===== config.mk =====
export PLATFORM = sky130hd
export DESIGN_NAME = hdmi_timing
export DESIGN_NICKNAME = d
export VERILOG_FILES = /design/src/rtl/hdmi_timing.sv
export SDC_FILE = /design/constraint.sdc
export NUM_CORES = 1
export LEC_CHECK = 0
export CAP_MARGIN = 10
export CORE_UTILIZATION = 40
export DETAILED_ROUTE_END_ITERATION = 12
export DONT_BUFFER_PORTS = 1
export GPL_ROUTABILITY_DRIVEN = 1
export PLACE_DENSITY = 0.62
export SLEW_MARGIN = 20
export SYNTH_ARGS = -nofsm -noshare
export SYNTH_HDL_FRONTEND = slang
export SYNTH_SLANG_ARGS = --single-unit

===== constraint.sdc =====
create_clock -name clk -period 2.2 [get_ports clk]
set_clock_uncertainty 0.2 [all_clocks]
set_input_delay 0.11 -clock clk [delete_from_list [all_inputs] [get_ports clk]]
set_output_delay 0.11 -clock clk [all_outputs]
set_load 0.02 [all_outputs]

===== src/rtl/hdmi_timing.sv =====
// hdmi_timing: 720p-style video timing generator feeding the HDMI encoder.
// Ports: clk/rst/run in; px_req/px_x/px_y out, px_rgb in; dd1/frame_start out.
module hdmi_timing #(
  parameter int H_ACTIVE = 1280,
  parameter int H_FP     = 110,
  parameter int H_SYNC   = 40,
  parameter int H_BP     = 220,
  parameter int V_ACTIVE = 720,
  parameter int V_FP     = 5,
  parameter int V_SYNC   = 5,
  parameter int V_BP     = 20,
  parameter int LAT      = 2
) (
  input  logic        clk,
  input  logic        rst,
  input  logic        run,
  output logic        px_req,
  output logic [11:0] px_x,
  output logic [11:0] px_y,
  input  logic [23:0] px_rgb,
  output logic [26:0] dd1,
  output logic        frame_start
);

  localparam int H_TOTAL = H_ACTIVE + H_FP + H_SYNC + H_BP;
  localparam int V_TOTAL = V_ACTIVE + V_FP + V_SYNC + V_BP;
  localparam int DW      = LAT * 4;

  localparam logic [11:0] HA   = 12'(H_ACTIVE);
  localparam logic [11:0] HS0  = 12'(H_ACTIVE + H_FP);
  localparam logic [11:0] HS1  = 12'(H_ACTIVE + H_FP + H_SYNC);
  localparam logic [11:0] HMAX = 12'(H_TOTAL - 1);
  localparam logic [11:0] VA   = 12'(V_ACTIVE);
  localparam logic [11:0] VS0  = 12'(V_ACTIVE + V_FP);
  localparam logic [11:0] VS1  = 12'(V_ACTIVE + V_FP + V_SYNC);
  localparam logic [11:0] VMAX = 12'(V_TOTAL - 1);

  logic [11:0]   h_q, h_d;
  logic [11:0]   v_q, v_d;
  logic [DW-1:0] dl_q, dl_d;
  logic [26:0]   dd1_q, dd1_d;
  logic          fs_q, fs_d;

  logic       de, hs, vs, fs;
  logic       vs_on, vs_off;
  logic [3:0] tap;
  logic [3:0] dl_top;

  always_comb begin
    h_d = h_q;
    v_d = v_q;
    if (!run) begin
      h_d = '0;
      v_d = '0;
    end else if (h_q == HMAX) begin
      h_d = '0;
      v_d = (v_q == VMAX) ? '0 : v_q + 12'd1;
    end else begin
      h_d = h_q + 12'd1;
    end
  end

  // VSYNC edges are pinned to the HSYNC leading-edge column so the
  // encoder sees both syncs change on the same clock.
  assign vs_on  = (v_q > VS0) | ((v_q == VS0) & (h_q >= HS0));
  assign vs_off = (v_q > VS1) | ((v_q == VS1) & (h_q >= HS0));

  assign de = (h_q < HA) & (v_q < VA);
  assign hs = (h_q >= HS0) & (h_q < HS1);
  assign vs = vs_on & ~vs_off;
  assign fs = (h_q == 12'd0) & (v_q == 12'd0);

  assign px_req = de & run & ~rst;
  assign px_x   = px_req ? h_q : '0;
  assign px_y   = px_req ? v_q : '0;

  // Idle timing feeds zeros so the output drains to blank.
  assign tap    = run ? {de, hs, vs, fs} : 4'h0;
  assign dl_d   = DW'({dl_q, tap});
  assign dl_top = dl_q[DW-1 -: 4];

  assign dd1_d = {dl_top[3] ? px_rgb : 24'h0, dl_top[3:1]};
  assign fs_d  = dl_top[0];

  always_ff @(posedge clk) begin
    if (rst) begin
      h_q   <= '0;
      v_q   <= '0;
      dl_q  <= '0;
      dd1_q <= '0;
      fs_q  <= 1'b0;
    end else begin
      h_q   <= h_d;
      v_q   <= v_d;
      dl_q  <= dl_d;
      dd1_q <= dd1_d;
      fs_q  <= fs_d;
    end
  end

  assign dd1         = dd1_q;
  assign frame_start = fs_q;

endmodule


==> out/results.tsv, run 1 <==
stage	metric	value	unit
synth	Post-synth EDFFs	0	
synth	largest family of logic cells by synthesized area	simple AND/OR/NAND/NOR gates	
grt	largest net degree at the start of global routing	26	
worst_hold_path	hold path startpoint	rst	
worst_setup_path	worst reg2reg setup slack	200	ps
worst_setup_path	max incr delay on CP	590	ps
worst_setup_path	Setup CP Type	in2out	
placement	gpl congestion	0.812	
grt	first-pass GRT wire length	8.37	mm
worst_setup_path	slowest CP cell	dlygate4sd3_1	
synth	Post-Synth Adder-Cell Area	0.0340	
sta	Fmax	0.474	GHz
grt	initial antenna violation count	0	
worst_setup_path	critical path arrival	1800	ps
die	overall die height	82.2	µm
worst_setup_path	Critical Path RT	1890	ps
worst_setup_path	critical path's top delay family	simple AND/OR/NAND/NOR gates	
synth	Synth async-reset ratio	0	
worst_setup_path	crit start category	input port	
cts	CTS tree	done	
synth	Synth top area share	0.467	
synth	XOR/XNOR share of the synthesized area	0.0681	
cells_and_area	post-route cell area	0.00324	mm²
worst_setup_path	worst path buffer plus inverter count	1	
detailed_routing	Routed Antenna Nets	0	
pwr	Leak Pwr	1.27	nW
synth	post-synthesis mux area share	0	
cts	H-Tree Depth	3	
placement	Cell Count Post-Placement	349	
die	DIE AREA	0.00676	mm²
flow_run	max_cap viols	0	
worst_setup_path	Critical Path Fanout Max	11	
detailed_routing	final WL	5.56	mm
sta	unrepaired setup endpoints after global routing	false	
die	area of the core	0.00606	mm²
worst_setup_path	CP Cell Sequence	dlygate4sd3_1 > nand2b_1 > nor3_4 > and4_4 > and2_1	
synth	Mean Syn Cell Area	9.29	µm²
placement	IO Port Bufs	0	
cells_and_area	nets	354	
pwr	worst vdd ir	0.000448	V
synth	top post-synthesis cells by area	dfxtp_1, and2_1, xor2_1	
grt	Total Routing Usage GR	0.169	
synth	sequential area share after synthesis	0.467	
cts	clock root buffer	clkbuf_8	
sta	setup TNS	0	ps
worst_hold_path	hold path cells	2	
die	# IOs	80	
sta	final slew viol count	0	
cells_and_area	Non-Filler Instances	400	
sta	Tcrit/Tclk final	0.960	
cts	clk slew on worst S/H paths	70	ps
worst_setup_path	CP endpoint kind	output port	
sta	worst relative slew slack	0.581	
worst_setup_path	Worst Reg-to-Reg Cells	5	
detailed_routing	Via density	5.05	
synth	Synth Flop Type	dfxtp_1	
die	Die Wd	82.2	µm
cells_and_area	final core occ	0.534	
synth	Synth Area in Compound Gates	0.0462	
status	status	finished, final reports clean	
placement	Place WS	81.9	ps
cts	CTS Buf Count	9	
synth	Distinct cells, synth	43	
synth	top post-synthesis cells by count	dfxtp_1, and2_1, nor2_1, xor2_1, nand2_1	
grt	Congestion Overflow GR	0	
die	# rows	28	
die	starting density of the core	0.425	
placement	placed instance area	0.00266	mm²
pwr	Pwr Density	668	mW/mm²
cts	CTS Sinks	60	
detailed_routing	DR WL/cell	13.9	µm
synth	simple-gate share of the synthesized area	0.335	
synth	Cell Area, Synth	0.00257	mm²
synth	cell with the most instances after synthesis	dfxtp_1	
cts	clk buf depth	2	
placement	dpl hpwl	3.48	mm
cells_and_area	antenna cells	0	
detailed_routing	DRC Markers	0	
sta	fin crit period	2110	ps
cts	Worst-Skew Late Latency	330	ps
synth	post-synthesis instance total	277	
synth	Yosys top cell by area	dfxtp_1	
pwr	Pwr Total	2.16	mW
cells_and_area	layout cell share with drive strength beyond 1	0.142	
grt	vias in the first global route	1781	
sta	Worst Setup Slack, final	88.7	ps
synth	Yosys reg bits	60	
worst_hold_path	Hold/Removal Path Class	in2reg	
cells_and_area	Area Overhead vs Synth	25.7	%
detailed_routing	drt pass-1 iters	4	
synth	Ys Warns	0	
detailed_routing	initial drt markers	60	
worst_setup_path	r2r startpoint	v_q[4]	
sta	hold slack	186	ps
sta	Final Hold Viols	0	
worst_setup_path	reg2reg end	dl_q[1]	
sta	Final setup viols	0	
cells_and_area	fillcell total	565	
worst_hold_path	WHS Endpoint	dl_q[5]	
detailed_routing	DR vias	2020	
sta	Worst Tran Pin Value	626	ps
[worst register-to-register path, stage by stage, from the launching register on]
cell and delay (ps):
dfxtp_2 470, or2b_1 270, nor3_1 310, a21oi_1 70, a21o_1 190, a2111oi_2 360
[state kept, by name (all words and copies together), names as in the netlist]
name and count:
dd1 27, dl_q 8, frame_start 1, h_q 12, v_q 12
[metal layers]
metal  up-vias  global-route usage  routed length (µm)
met5         -                   0                   0
met4         0              0.0895                  77
met3         7              0.0495                 422
met2        80               0.260                2450
met1       931               0.210                2610
li1       1002                   -                   -
[cells in the final DEF, fill, tap and decap left out, types with 7 or more instances in the layout]
| cell type | count |
|---|---|
| and2_1 | 43 |
| buf_4 | 11 |
| clkbuf_8 | 9 |
| dfxtp_1 | 57 |
| dlygate4sd3_1 | 34 |
| ha_1 | 7 |
| nand2_1 | 14 |
| nand3_1 | 12 |
| nand4_1 | 11 |
| nor2_1 | 31 |
| nor2b_1 | 8 |
| xor2_1 | 17 |
[cell families after synthesis]
| group | after synthesis |
|---|---|
| buffers and inverters | 22 |
| other | 1 |
| adder cells (fa/ha/maj) | 7 |
| XOR/XNOR | 20 |
| AO/OA/AOI/OAI | 16 |
| flip-flops | 60 |
| AND/OR/NAND/NOR | 151 |
[layout make-up]
| type | instances | area [µm²] | share of cell area |
|---|---|---|---|
| repair buffers | 45 | 423 | 0.131 |
| well taps | 75 | 93.8 | 0.0290 |
| clock buffers | 9 | 124 | 0.0383 |
| clock inverters | 7 | 67.6 | 0.0209 |
| flip-flops and latches | 60 | 1200 | 0.372 |
| inverters | 6 | 22.5 | 0.00696 |
| multi-input cells | 198 | 1300 | 0.402 |
[power breakdown]
part	total, mW	leakage (nW)	internal [mW]	switching, mW
registers	1.12	0.487	1.10	0.0155
clock network	0.952	0.0910	0.516	0.437
logic	0.0928	0.696	0.0516	0.0411
[how the worst max path moves through the flow]
| stage | from | end | depth (start not counted) |
|---|---|---|---|
| after floorplan | v_q[8] | px_y[1] | 6 |
| after CTS | rst | px_x[9] | 5 |
| after global routing | v_q[9] | px_x[9] | 5 |
| final | rst | px_x[10] | 5 |
| after global placement | v_q[4] | dl_q[1] | 5 |
| after detailed placement | v_q[4] | dl_q[1] | 5 |
[what timing repair did]
action,4_1_cts,5_1_grt
hold endpoints to repair,37,0
pin swaps,0,1
resized for setup,3,10
buffers inserted,0,0
hold buffers,34,0
gates cloned,0,1
endpoints found under the setup margin,22,22
Power figures use the tool's default switching activity.
==> inputs of run 2 (changes only) <==
- ABC_AREA: not set -> 1
- PLACE_DENSITY: 0.62 -> not set
==> run 2 against run 1 <==
Net effect:
- first-iteration DRC count increased by 70%
- combinational power increased by 23%
- critical endpoint unchanged
- final cell count increased by 29%
- core utilization decreased by 2.8 points
- sequential cell count unchanged
==> out/results.tsv, run 2 <==
stage	metric	value	unit	change
pwr	worst vdd ir	0.000394	V	was 0.000448 V
die	# rows	30		was 28
sta	Final Hold Viols	0		unchanged
pwr	Pwr Total	2.24	mW	was 2.16 mW
placement	Cell Count Post-Placement	470		was 349
cts	Worst-Skew Late Latency	340	ps	was 330 ps
worst_setup_path	slowest CP cell	dfxtp_1		was dlygate4sd3_1
cts	clk buf depth	2		unchanged
sta	final slew viol count	0		unchanged
cts	clk slew on worst S/H paths	70	ps	about the same
worst_setup_path	max incr delay on CP	370	ps	was 590 ps
worst_setup_path	Critical Path Fanout Max	12		was 11
grt	first-pass GRT wire length	10.5	mm	was 8.37 mm
synth	top post-synthesis cells by count	nor2_1, inv_1, dfxtp_1, nand2_1, nand3_1		was dfxtp_1, and2_1, nor2_1, xor2_1, nand2_1
detailed_routing	DRC Markers	0		unchanged
synth	Synth Flop Type	dfxtp_1		unchanged
die	Die Wd	85.6	µm	was 82.2 µm
cells_and_area	commonest cells after routing, fill and taps aside	nor2_1, inv_1, nand2_1, dfxtp_1		was dfxtp_1, and2_1, dlygate4sd3_1, nor2_1, xor2_1
cells_and_area	fillcell total	681		was 565
placement	placed instance area	0.00284	mm²	was 0.00266 mm²
placement	Place WS	290	ps	was 81.9 ps
flow_run	max_cap viols	0		unchanged
detailed_routing	Routed Antenna Nets	0		unchanged
cts	H-Tree Depth	3		unchanged
cells_and_area	most common cell after layout, fill and taps aside	nor2_1		was dfxtp_1
placement	dpl hpwl	4.50	mm	was 3.48 mm
detailed_routing	initial drt markers	102		was 60
synth	Post-synth EDFFs	0		unchanged
synth	Yosys top cell by area	dfxtp_1		unchanged
grt	Congestion Overflow GR	0		unchanged
cts	CTS Sinks	60		unchanged
synth	Synth async-reset ratio	0		unchanged
cells_and_area	nets	466		was 354
detailed_routing	final WL	6.48	mm	was 5.56 mm
grt	Total Routing Usage GR	0.182		was 0.169
cells_and_area	Area Overhead vs Synth	22.2	%	was 25.7%
cells_and_area	final core occ	0.506		was 0.534
die	DIE AREA	0.00733	mm²	was 0.00676 mm²
worst_hold_path	Hold/Removal Path Class	in2reg		unchanged
detailed_routing	Via density	4.82		was 5.05
detailed_routing	DR vias	2493		was 2,020
pwr	Pwr Density	654	mW/mm²	was 668 mW/mm²
cts	clock root buffer	clkbuf_8		unchanged
die	overall die height	85.6	µm	was 82.2 µm
worst_setup_path	crit start category	flop		was input port
synth	Distinct cells, synth	29		was 43
sta	unrepaired setup endpoints after global routing	false		unchanged
die	# IOs	80		unchanged
worst_hold_path	hold path startpoint	rst		unchanged
worst_setup_path	CP Launch Point	h_q[9]		was rst
worst_setup_path	Critical Path RT	1890	ps	about the same
sta	worst relative slew slack	0.497		was 0.581
placement	IO Port Bufs	0		unchanged
grt	initial antenna violation count	0		unchanged
sta	Worst Tran Pin Value	753	ps	was 626 ps
synth	top post-synthesis cells by area	dfxtp_1, nor2_1, inv_1		was dfxtp_1, and2_1, xor2_1
grt	largest net degree at the start of global routing	26		unchanged
worst_setup_path	CP endpoint kind	output port		unchanged
synth	post-synthesis instance total	397		was 277
worst_setup_path	CP Cell Sequence	nor2_1 > o21ai_0 > nor3_2 > buf_4 > nand2_4 > nor2_2		was dlygate4sd3_1 > nand2b_1 > nor3_4 > and4_4 > and2_1
synth	sequential area share after synthesis	0.430		was 0.467
status	status	finished, final reports clean		unchanged
synth	Ys Warns	0		unchanged
die	area of the core	0.00676	mm²	was 0.00606 mm²
sta	Worst Setup Slack, final	75.3	ps	was 88.7 ps
synth	Yosys reg bits	60		unchanged
pwr	Leak Pwr	1.41	nW	was 1.27 nW
sta	Fmax	0.471	GHz	was 0.474 GHz
synth	Mean Syn Cell Area	7.04	µm²	was 9.29 µm²
die	starting density of the core	0.414		was 0.425
cells_and_area	max FFs per register	27		unchanged
grt	vias in the first global route	2236		was 1,781
cts	CTS Buf Count	9		unchanged
cells_and_area	layout cell share with drive strength beyond 1	0.165		was 0.142
worst_setup_path	Setup CP Type	reg2out		was in2out
synth	cell with the most instances after synthesis	nor2_1		was dfxtp_1
sta	Final setup viols	0		unchanged
synth	Synth top area share	0.430		was 0.467
sta	Tcrit/Tclk final	0.966		was 0.960
worst_setup_path	r2r startpoint	h_q[1]		was v_q[4]
sta	fin crit period	2120	ps	was 2110 ps
cells_and_area	post-route cell area	0.00342	mm²	was 0.00324 mm²
synth	Cell Area, Synth	0.00280	mm²	was 0.00257 mm²
cells_and_area	antenna cells	0		unchanged
cts	CTS tree	done		unchanged
placement	gpl congestion	0.917		was 0.812
sta	hold slack	179	ps	was 186 ps
worst_setup_path	critical path arrival	1810	ps	was 1800 ps
sta	setup TNS	0	ps	unchanged
detailed_routing	DR WL/cell	12.5	µm	was 13.9 µm
cells_and_area	Non-Filler Instances	517		was 400
detailed_routing	drt pass-1 iters	4		unchanged
## run 2: path summary, 6_finish.rpt
path                                  to  slack (ps)  cells past startpoint
worst min-delay path             dl_q[4]         180                      2
worst max register to register    v_q[3]         380                      9
worst max-delay path            px_x[10]          80                      6
worst min register to register    dd1[1]         200                      2
## run 2: routing by layer
layer	global-route usage	up-vias	routed length (µm)
met1	0.237	1135	3090
met5	0	-	0
li1	-	1264	-
met4	0.0727	0	105
met2	0.285	83	2850
met3	0.0491	11	435
## run 2: critical path, delay by kind of cell (launching register included)
family          cells  cell delay, ps
buf+inv             1             160
compound gates      1             140
flops               1             370
simple gates        4             800
## run 2: final cells by class
type / count / area [µm²] / share of cell area
Clock inverter: 7 / 75.1 / 0.0220
Sequential cell: 60 / 1200 / 0.352
Inverter: 75 / 282 / 0.0824
Tap cell: 80 / 100 / 0.0293
Multi-Input combinational cell: 256 / 1340 / 0.391
Clock buffer: 9 / 124 / 0.0363
Timing Repair Buffer: 30 / 298 / 0.0871
## run 2: kinds of logic (layout without fill, tap and decap cells)
kind of cell | after synthesis | in the layout | share of synthesized area
AO/OA/AOI/OAI | 20 | 20 | 0.0367
XOR/XNOR | 6 | 6 | 0.0188
adder cells (fa/ha/maj) | 7 | 7 | 0.0313
buffers and inverters | 84 | 121 | 0.125
flip-flops | 60 | 60 | 0.430
other | 1 | 3 | 0.00134
AND/OR/NAND/NOR | 219 | 220 | 0.357
## run 2: where the power goes
| part | internal [mW] | switching [mW] |
|---|---|---|
| Sequential | 1.10 | 0.0158 |
| Combinational | 0.0489 | 0.0647 |
| Clock | 0.528 | 0.479 |
| Total | 1.68 | 0.560 |
## run 2: what timing repair did
action,in CTS,in global routing
setup endpoints to repair,21,22
pin swaps,0,2
hold endpoints to repair,34,0
buffers inserted,0,1
gates cloned,0,1
hold buffers,29,0
resized for setup,0,27
